===== src/rtl/lv_pwm_code_pkg.sv =====
// Package for the multi-channel LV-side PWM code decoder.
// Holds the per-channel FSM state type and the helper that derives the
// burst-code width from the largest legal edge count.
package lv_pwm_code_pkg;

  // Per-channel burst FSM states
  typedef enum logic [1:0] {
    ST_IDLE  = 2'd0,
    ST_BURST = 2'd1,
    ST_OVF   = 2'd2
  } ch_state_e;

  // Default for the largest legal edge count per burst
  localparam int DEF_MAX_EDGE = 7;

  // Width needed to hold an edge count 0..max_edge
  function automatic int code_w_f(input int max_edge);
    return $clog2(max_edge + 1);
  endfunction

endpackage


===== src/rtl/gnrl_sync.sv =====
// Generic multi-bit two-flop synchroniser.
// Ports:
//   clk    - destination clock
//   rst_n  - asynchronous active-low reset, flops load RST_VAL
//   d      - asynchronous input bits
//   q      - synchronised output (two clk stages of latency)
module gnrl_sync #(
  parameter int           W       = 1,
  parameter logic [W-1:0] RST_VAL = '0
) (
  input  logic         clk,
  input  logic         rst_n,
  input  logic [W-1:0] d,
  output logic [W-1:0] q
);

  logic [W-1:0] stage1_q, stage1_d;
  logic [W-1:0] stage2_q, stage2_d;

  always_comb begin
    stage1_d = d;
    stage2_d = stage1_q;
  end

  always_ff @(posedge clk or negedge rst_n) begin
    if (!rst_n) begin
      stage1_q <= RST_VAL;
      stage2_q <= RST_VAL;
    end else begin
      stage1_q <= stage1_d;
      stage2_q <= stage2_d;
    end
  end

  assign q = stage2_q;

endmodule


===== src/rtl/lv_pwm_code_ch.sv =====
// One decoder channel: synchroniser, glitch filter, gap counter, burst FSM
// and registered code / interrupt outputs.
// Ports:
//   i_clk, i_rst_n - clock and asynchronous active-low reset
//   i_pwm_n        - raw asynchronous PWM/INTB line, idle high
//   i_ch_en        - channel decode enable (synchronous)
//   o_intb_n       - decoded interrupt level, active low
//   o_code_vld     - one-cycle pulse, o_code carries a new burst code
//   o_code         - last emitted burst code (edge count)
//   o_ovf_err      - one-cycle pulse, burst had more than MAX_EDGE edges
module lv_pwm_code_ch
  import lv_pwm_code_pkg::*;
#(
  parameter int FLT_CYC  = 4,
  parameter int GAP_CYC  = 9,
  parameter int MAX_EDGE = DEF_MAX_EDGE,
  parameter int SET_CODE = 1,
  parameter int CLR_CODE = 3
) (
  input  logic                            i_clk,
  input  logic                            i_rst_n,
  input  logic                            i_pwm_n,
  input  logic                            i_ch_en,
  output logic                            o_intb_n,
  output logic                            o_code_vld,
  output logic [code_w_f(MAX_EDGE)-1:0]   o_code,
  output logic                            o_ovf_err
);

  localparam int CODE_W = code_w_f(MAX_EDGE);
  localparam int STAB_W = $clog2(FLT_CYC + 1);
  localparam int GAP_W  = $clog2(GAP_CYC + 1);

  logic              sync_n;
  logic              flt_q, flt_d;
  logic [STAB_W-1:0] stab_cnt_q, stab_cnt_d;
  logic              edge_q, edge_d;
  logic              edge_v;
  logic [GAP_W-1:0]  gap_q, gap_d;
  logic              gap_end;
  ch_state_e         state_q, state_d;
  logic [CODE_W-1:0] edge_cnt_q, edge_cnt_d;
  logic [CODE_W-1:0] code_q, code_d;
  logic              code_vld_q, code_vld_d;
  logic              ovf_err_q, ovf_err_d;
  logic              intb_q, intb_d;

  gnrl_sync #(.W(1), .RST_VAL(1'b1)) u_sync (
    .clk   (i_clk),
    .rst_n (i_rst_n),
    .d     (i_pwm_n),
    .q     (sync_n)
  );

  // Glitch filter. The line is one bit, so a synced value that changes while
  // differing from the filtered level can only be returning to it; both reset
  // cases collapse to "synced equals filtered". The filter runs regardless of
  // enable so that re-enabling never sees a stale level.
  always_comb begin
    stab_cnt_d = '0;
    flt_d      = flt_q;
    edge_d     = 1'b0;
    if (sync_n != flt_q) begin
      if (stab_cnt_q == STAB_W'(FLT_CYC - 1)) begin
        flt_d  = sync_n;
        edge_d = 1'b1;
      end else begin
        stab_cnt_d = stab_cnt_q + STAB_W'(1);
      end
    end
  end

  assign edge_v = edge_q & i_ch_en;

  // Gap counter: cleared by an edge, otherwise counts up and saturates
  always_comb begin
    gap_d = gap_q;
    if (!i_ch_en || edge_v) begin
      gap_d = '0;
    end else if (gap_q != GAP_W'(GAP_CYC)) begin
      gap_d = gap_q + GAP_W'(1);
    end
  end

  // An edge in the expiry cycle keeps the burst alive
  assign gap_end = i_ch_en & ~edge_v & (gap_q == GAP_W'(GAP_CYC - 1));

  // Filter, gap and edge-pulse registers
  always_ff @(posedge i_clk or negedge i_rst_n) begin
    if (!i_rst_n) begin
      flt_q      <= 1'b1;
      stab_cnt_q <= '0;
      edge_q     <= 1'b0;
      gap_q      <= '0;
    end else begin
      flt_q      <= flt_d;
      stab_cnt_q <= stab_cnt_d;
      edge_q     <= edge_d;
      gap_q      <= gap_d;
    end
  end

  // FSM state register
  always_ff @(posedge i_clk or negedge i_rst_n) begin
    if (!i_rst_n) state_q <= ST_IDLE;
    else          state_q <= state_d;
  end

  // FSM next state
  always_comb begin
    state_d = state_q;
    if (!i_ch_en) begin
      state_d = ST_IDLE;
    end else begin
      case (state_q)
        ST_IDLE:  if (edge_v) state_d = ST_BURST;
        ST_BURST: begin
          if (edge_v && (edge_cnt_q == CODE_W'(MAX_EDGE))) state_d = ST_OVF;
          else if (gap_end)                                state_d = ST_IDLE;
        end
        ST_OVF:   if (gap_end) state_d = ST_IDLE;
        default:  state_d = ST_IDLE;
      endcase
    end
  end

  // FSM outputs: edge count and the registered code / level / error pulses
  always_comb begin
    edge_cnt_d = edge_cnt_q;
    code_d     = code_q;
    code_vld_d = 1'b0;
    ovf_err_d  = 1'b0;
    intb_d     = intb_q;
    if (!i_ch_en) begin
      edge_cnt_d = '0;
      intb_d     = 1'b1;
    end else begin
      case (state_q)
        ST_IDLE: if (edge_v) edge_cnt_d = CODE_W'(1);
        ST_BURST: begin
          if (edge_v) begin
            if (edge_cnt_q != CODE_W'(MAX_EDGE)) edge_cnt_d = edge_cnt_q + CODE_W'(1);
          end else if (gap_end) begin
            code_vld_d = 1'b1;
            code_d     = edge_cnt_q;
            edge_cnt_d = '0;
            if (edge_cnt_q == CODE_W'(SET_CODE))      intb_d = 1'b0;
            else if (edge_cnt_q == CODE_W'(CLR_CODE)) intb_d = 1'b1;
          end
        end
        ST_OVF: begin
          if (gap_end) begin
            ovf_err_d  = 1'b1;
            edge_cnt_d = '0;
          end
        end
        default: edge_cnt_d = '0;
      endcase
    end
  end

  // Burst bookkeeping and output registers
  always_ff @(posedge i_clk or negedge i_rst_n) begin
    if (!i_rst_n) begin
      edge_cnt_q <= '0;
      code_q     <= '0;
      code_vld_q <= 1'b0;
      ovf_err_q  <= 1'b0;
      intb_q     <= 1'b1;
    end else begin
      edge_cnt_q <= edge_cnt_d;
      code_q     <= code_d;
      code_vld_q <= code_vld_d;
      ovf_err_q  <= ovf_err_d;
      intb_q     <= intb_d;
    end
  end

  assign o_intb_n   = intb_q;
  assign o_code_vld = code_vld_q;
  assign o_code     = code_q;
  assign o_ovf_err  = ovf_err_q;

endmodule


===== src/rtl/lv_pwm_code_decode.sv =====
// Multi-channel LV-side PWM burst-code decoder.
// Replicates one decoder channel per HV PWM/INTB line and merges the
// per-channel interrupt levels.
// Ports:
//   i_clk, i_rst_n - clock and asynchronous active-low reset
//   i_pwm_n        - raw HV PWM/INTB lines, idle high
//   i_ch_en        - per-channel decode enable
//   o_pwm_gwave    - combinational pass-through of i_pwm_n
//   o_intb_n       - per-channel interrupt level, active low
//   o_intb_all_n   - low when any channel interrupt is asserted
//   o_code_vld     - per-channel code-valid pulse
//   o_code         - per-channel burst code, channel k at [k*CODE_W +: CODE_W]
//   o_ovf_err      - per-channel overflow pulse
module lv_pwm_code_decode
  import lv_pwm_code_pkg::*;
#(
  parameter int CH_NUM   = 2,
  parameter int FLT_CYC  = 4,
  parameter int GAP_CYC  = 9,
  parameter int MAX_EDGE = DEF_MAX_EDGE,
  parameter int SET_CODE = 1,
  parameter int CLR_CODE = 3
) (
  input  logic                                   i_clk,
  input  logic                                   i_rst_n,
  input  logic [CH_NUM-1:0]                      i_pwm_n,
  input  logic [CH_NUM-1:0]                      i_ch_en,
  output logic [CH_NUM-1:0]                      o_pwm_gwave,
  output logic [CH_NUM-1:0]                      o_intb_n,
  output logic                                   o_intb_all_n,
  output logic [CH_NUM-1:0]                      o_code_vld,
  output logic [CH_NUM*code_w_f(MAX_EDGE)-1:0]   o_code,
  output logic [CH_NUM-1:0]                      o_ovf_err
);

  localparam int CODE_W = code_w_f(MAX_EDGE);

  for (genvar k = 0; k < CH_NUM; k++) begin : g_ch
    lv_pwm_code_ch #(
      .FLT_CYC  (FLT_CYC),
      .GAP_CYC  (GAP_CYC),
      .MAX_EDGE (MAX_EDGE),
      .SET_CODE (SET_CODE),
      .CLR_CODE (CLR_CODE)
    ) u_ch (
      .i_clk      (i_clk),
      .i_rst_n    (i_rst_n),
      .i_pwm_n    (i_pwm_n[k]),
      .i_ch_en    (i_ch_en[k]),
      .o_intb_n   (o_intb_n[k]),
      .o_code_vld (o_code_vld[k]),
      .o_code     (o_code[k*CODE_W +: CODE_W]),
      .o_ovf_err  (o_ovf_err[k])
    );
  end

  assign o_pwm_gwave  = i_pwm_n;
  assign o_intb_all_n = &o_intb_n;

endmodule


===== config.mk =====
export PLATFORM = sky130hd
export DESIGN_NAME = lv_pwm_code_decode
export DESIGN_NICKNAME = d
export VERILOG_FILES = /design/src/rtl/lv_pwm_code_pkg.sv /design/src/rtl/gnrl_sync.sv /design/src/rtl/lv_pwm_code_ch.sv /design/src/rtl/lv_pwm_code_decode.sv
export SDC_FILE = /design/constraint.sdc
export NUM_CORES = 1
export LEC_CHECK = 0
export ABC_AREA = 1
export BUFFER_PORTS_ARGS = -buffer_cell sky130_fd_sc_hd__clkbuf_2
export CAP_MARGIN = 20
export CELL_PAD_IN_SITES_DETAIL_PLACEMENT = 0
export CELL_PAD_IN_SITES_GLOBAL_PLACEMENT = 1
export CORE_AREA = 2 2 78 80
export CTS_CLUSTER_SIZE = 25
export DETAILED_ROUTE_END_ITERATION = 12
export DIE_AREA = 0 0 80 82
export GPL_ROUTABILITY_DRIVEN = 1
export PLACE_DENSITY = 0.75
export SLEW_MARGIN = 20
export SYNTH_ARGS = -nofsm -noshare
export SYNTH_HDL_FRONTEND = slang
export SYNTH_SLANG_ARGS = --single-unit

===== constraint.sdc =====
create_clock -name i_clk -period 2.36 [get_ports i_clk]
set_clock_uncertainty 0.05 [all_clocks]
set_input_delay 0.118 -clock i_clk [delete_from_list [all_inputs] [get_ports i_clk]]
set_output_delay 0.118 -clock i_clk [all_outputs]
set_load 0.02 [all_outputs]

==> summary.md <==
| Metric | Value |
|---|---|
| Status | complete, no violations |
| Die Wd | 80 microns |
| Number of diodes | 0 |
| Fmax | 657 MHz |
| Synth Warn # | 0 |
| CP Class | reg -> reg |
| # setup viols final | 0 |
| First-pass GRT wire length | 6.27 mm |
| Net Switching | 0.000490 W |
| DRC violations left | 0 |
| Internal power | 0.00119 W |
| Syn nets | 265 |
| Final period util | 64.5% |
| Share of cells above drive strength 1 | 22.7% |
| Count leader, synth | nand2_1 |
| Cells after synthesis | 243 |
| CP most frequent cell | nand2_1 |
| I/O pins | 21 |
| Mean routed wirelength per cell | 10.4 microns |
| H-tree level count | 2 |
| I/O Buffers | 20 |
| Pre-antenna DRT Iters | 4 |
| Tot Pwr | 0.00168 W |
| Crit-path slowest cell | dfrtp_1 |
| Die ar. | 6560 sq um |
| Worst path max stage delay | 0.44 ns |
| Total clock sinks | 44 |
| Syn Std Cell Area | 2230 sq um |
| Pin count of the biggest net entering global routing | 45 |
| Most frequent cells after synthesis | nand2_1 (45), dfrtp_1 (36), inv_1 (33), nand3_1 (20), ha_1 (16) |
| Distinct cells, synth | 25 |
| Nets@finish | 290 |
| Synth async-reset ratio | 100% |
| CP Launch Type | flip-flop |
| Worst path required time | 2.50 ns |
| Die H | 82 microns |
| Skew-Pair Late Insertion Delay | 0.30 ns |
| CP delay by family, top | adder cells |
| Overall routing resource usage | 12.7% |
| CTS Root Cell | clkbuf_8 |
| RSZ-0062 raised after global routing | no |
| Detailed placement HPWL | 2.59 mm |
| Worst slew pin tran | 0.562 ns |
| Critical path buffer and inverter count | 0 |
| Crit-path cells | ha_1, ha_1, nand3_2, nand2_1, o21bai_2, nand2_1, nand2_1 |
| Clk pwr share | 27.3% |
| Grt ovf | 0 |
| Worst VDD drop | 0.243 mV |
| Final WS setup | 0.837 ns |
| Clock buffer depth | 2 |
| Initial antenna violation count | 0 |
| Final Critical Period | 1.52 ns |
| Vias per Instance | 4.52 |
| Yosys reg bits | 44 |
| Initial core utilization | 38.9% |
| Pre-CTS WS | 0.850 ns |
| Vias in the first global route | 1404 |
| CP Data Arrival Time | 1.67 ns |
| Final Hold Violating Endpoints | 0 |
| Sw frac | 29.2% |
| Via count | 1554 |
| Fin cells | 344 |
| Cell area power density | 669 nW/um^2 |
| Setup TNS | 0 ns |
| Top post-synthesis cells by area | dfrtp_1 (40%), dfstp_2 (9.4%), ha_1 (9.0%), nand2_1 (7.6%), inv_1 (5.5%) |
| Crit Path Max Fanout | 5 |
| Top_reg_cell synth | dfrtp_1 |
| EDFF count, synth | 0 |
| Comb pwr share | 18.1% |
| Area grow syn2layout | 12.2% |
| Worst Hold Class | reg -> reg |
| Row cnt | 28 |
| Slew Limit Fails | 0 |
| Synth top area share | 40.4% |
| Total of max-cap violations | 0 |
| Starting DRT DRC Count | 128 |
| CTS tree | done |
| Post-DRT Antenna Nets | 0 |
| Yosys top cell by area | dfrtp_1 |
| Mapped Avg Cell Area | 9.19 sq um |
| DRT Wirelength | 3.57 mm |
| CTS buffer count | 5 |
| Reg power frac | 54.6% |
| Crit end category | flip-flop |
| Placed insts | 331 |
| GPL Wtd Cong | 0.801 |
| Clk pin slew, worst setup/hold paths | 0.08 ns |
| Core area | 5750 sq um |
| Sequential area share after synthesis | 49.8% |
| Slew HR | 62.6% |
| P_leak | 1.24 nW |
[worst paths after layout]
check / start / to / slack [ns] / cells after the start
worst max-delay path: g_ch[0].u_ch.edge_cnt_q[0] / g_ch[0].u_ch.edge_cnt_q[1] / 0.84 / 7
worst min-delay path: g_ch[0].u_ch.u_sync.stage1_q / g_ch[0].u_ch.u_sync.q / 0.31 / 0
worst max register to register: g_ch[0].u_ch.edge_cnt_q[0] / g_ch[0].u_ch.edge_cnt_q[1] / 0.84 / 7
worst min register to register: g_ch[0].u_ch.u_sync.stage1_q / g_ch[0].u_ch.u_sync.q / 0.31 / 0
max in group asynchronous: i_rst_n / g_ch[1].u_ch.flt_q / 1.49 / 3
min in group asynchronous: i_rst_n / g_ch[1].u_ch.state_q[1] / 0.37 / 3
[power groups by stage]
stage          combinational [W]  clock (W)  sequential [W]
4_1_cts                 0.000309   0.000481        0.000916
2_1_floorplan           0.000237          0        0.000915
3_3_place_gp            0.000302          0        0.000926
3_5_place_dp            0.000300          0        0.000931
6_report                0.000304   0.000457        0.000915
5_1_grt                 0.000359   0.000510        0.000930
[placed cells by master (no fill, tap or decap), drive strengths merged]
cell,count
buf,1
nand3b,1
dlygate4sd3,5
nand2,48
dfstp,8
inv,38
mux2,2
nand4,1
nor3b,2
ha,16
clkbuf,27
xnor2,2
o21ai,14
nor2,23
nand3,24
a211oi,2
a21oi,12
nor3,4
o21bai,2
dfrtp,36
clkinv,1
[kinds of logic (layout without fill, tap and decap cells)]
family | count (synthesis) | after routing | share of synthesized area, %
AO/OA/AOI/OAI | 30 | 30 | 7.85
AND/OR/NAND/NOR | 103 | 103 | 22.5
adder cells (fa/ha/maj) | 16 | 16 | 8.97
XOR/XNOR | 2 | 2 | 0.785
multiplexers | 2 | 2 | 1.01
flip-flops | 44 | 44 | 49.8
buffers and inverters | 46 | 72 | 9.08
[stage by stage]
stage          util, %  instance area (sq um)  hold slack [ns]
2_1_floorplan        -                   2230           -0.228
3_3_place_gp      41.3                   2370            0.169
3_5_place_dp      41.3                   2370            0.169
4_1_cts           43.6                   2500            0.308
5_1_grt           43.6                   2500            0.310
6_report          43.6                   2500            0.308
[state kept, by name, summed over array words and instances (netlist names)]
signal and cells:
g_ch.u_ch.edge_cnt_q 6, g_ch.u_ch.edge_q 2, g_ch.u_ch.flt_q 2, g_ch.u_ch.gap_q 8, g_ch.u_ch.o_code 6, g_ch.u_ch.o_code_vld 2, g_ch.u_ch.o_intb_n 2, g_ch.u_ch.o_ovf_err 2
g_ch.u_ch.stab_cnt_q 6, g_ch.u_ch.state_q 4, g_ch.u_ch.u_sync.q 2, g_ch.u_ch.u_sync.stage1_q 2
[final cells by class]
| cell class | instances | area (sq um) |
|---|---|---|
| clock inverters | 1 | 5.00 |
| clock buffers | 7 | 76.3 |
| multi-input cells | 153 | 918 |
| fillers | 556 | 3240 |
| flip-flops and latches | 44 | 1110 |
| repair buffers | 26 | 158 |
| well taps | 75 | 93.8 |
| inverters | 38 | 143 |
[per-layer routing]
metal,track usage [%],up-vias,part of all wire [%]
met5,0,-,0
met4,7.12,0,2.7
met3,3.63,7,4.3
met2,19.8,30,43
met1,15.7,704,50
li1,-,813,-
[repair_timing]
action	in CTS	in global routing
setup buffers	0	0
hold endpoints to repair	40	0
setup endpoints to repair	0	0
hold buffers	5	0
gates resized for setup	0	0
(Power assumes the default switching activity.)
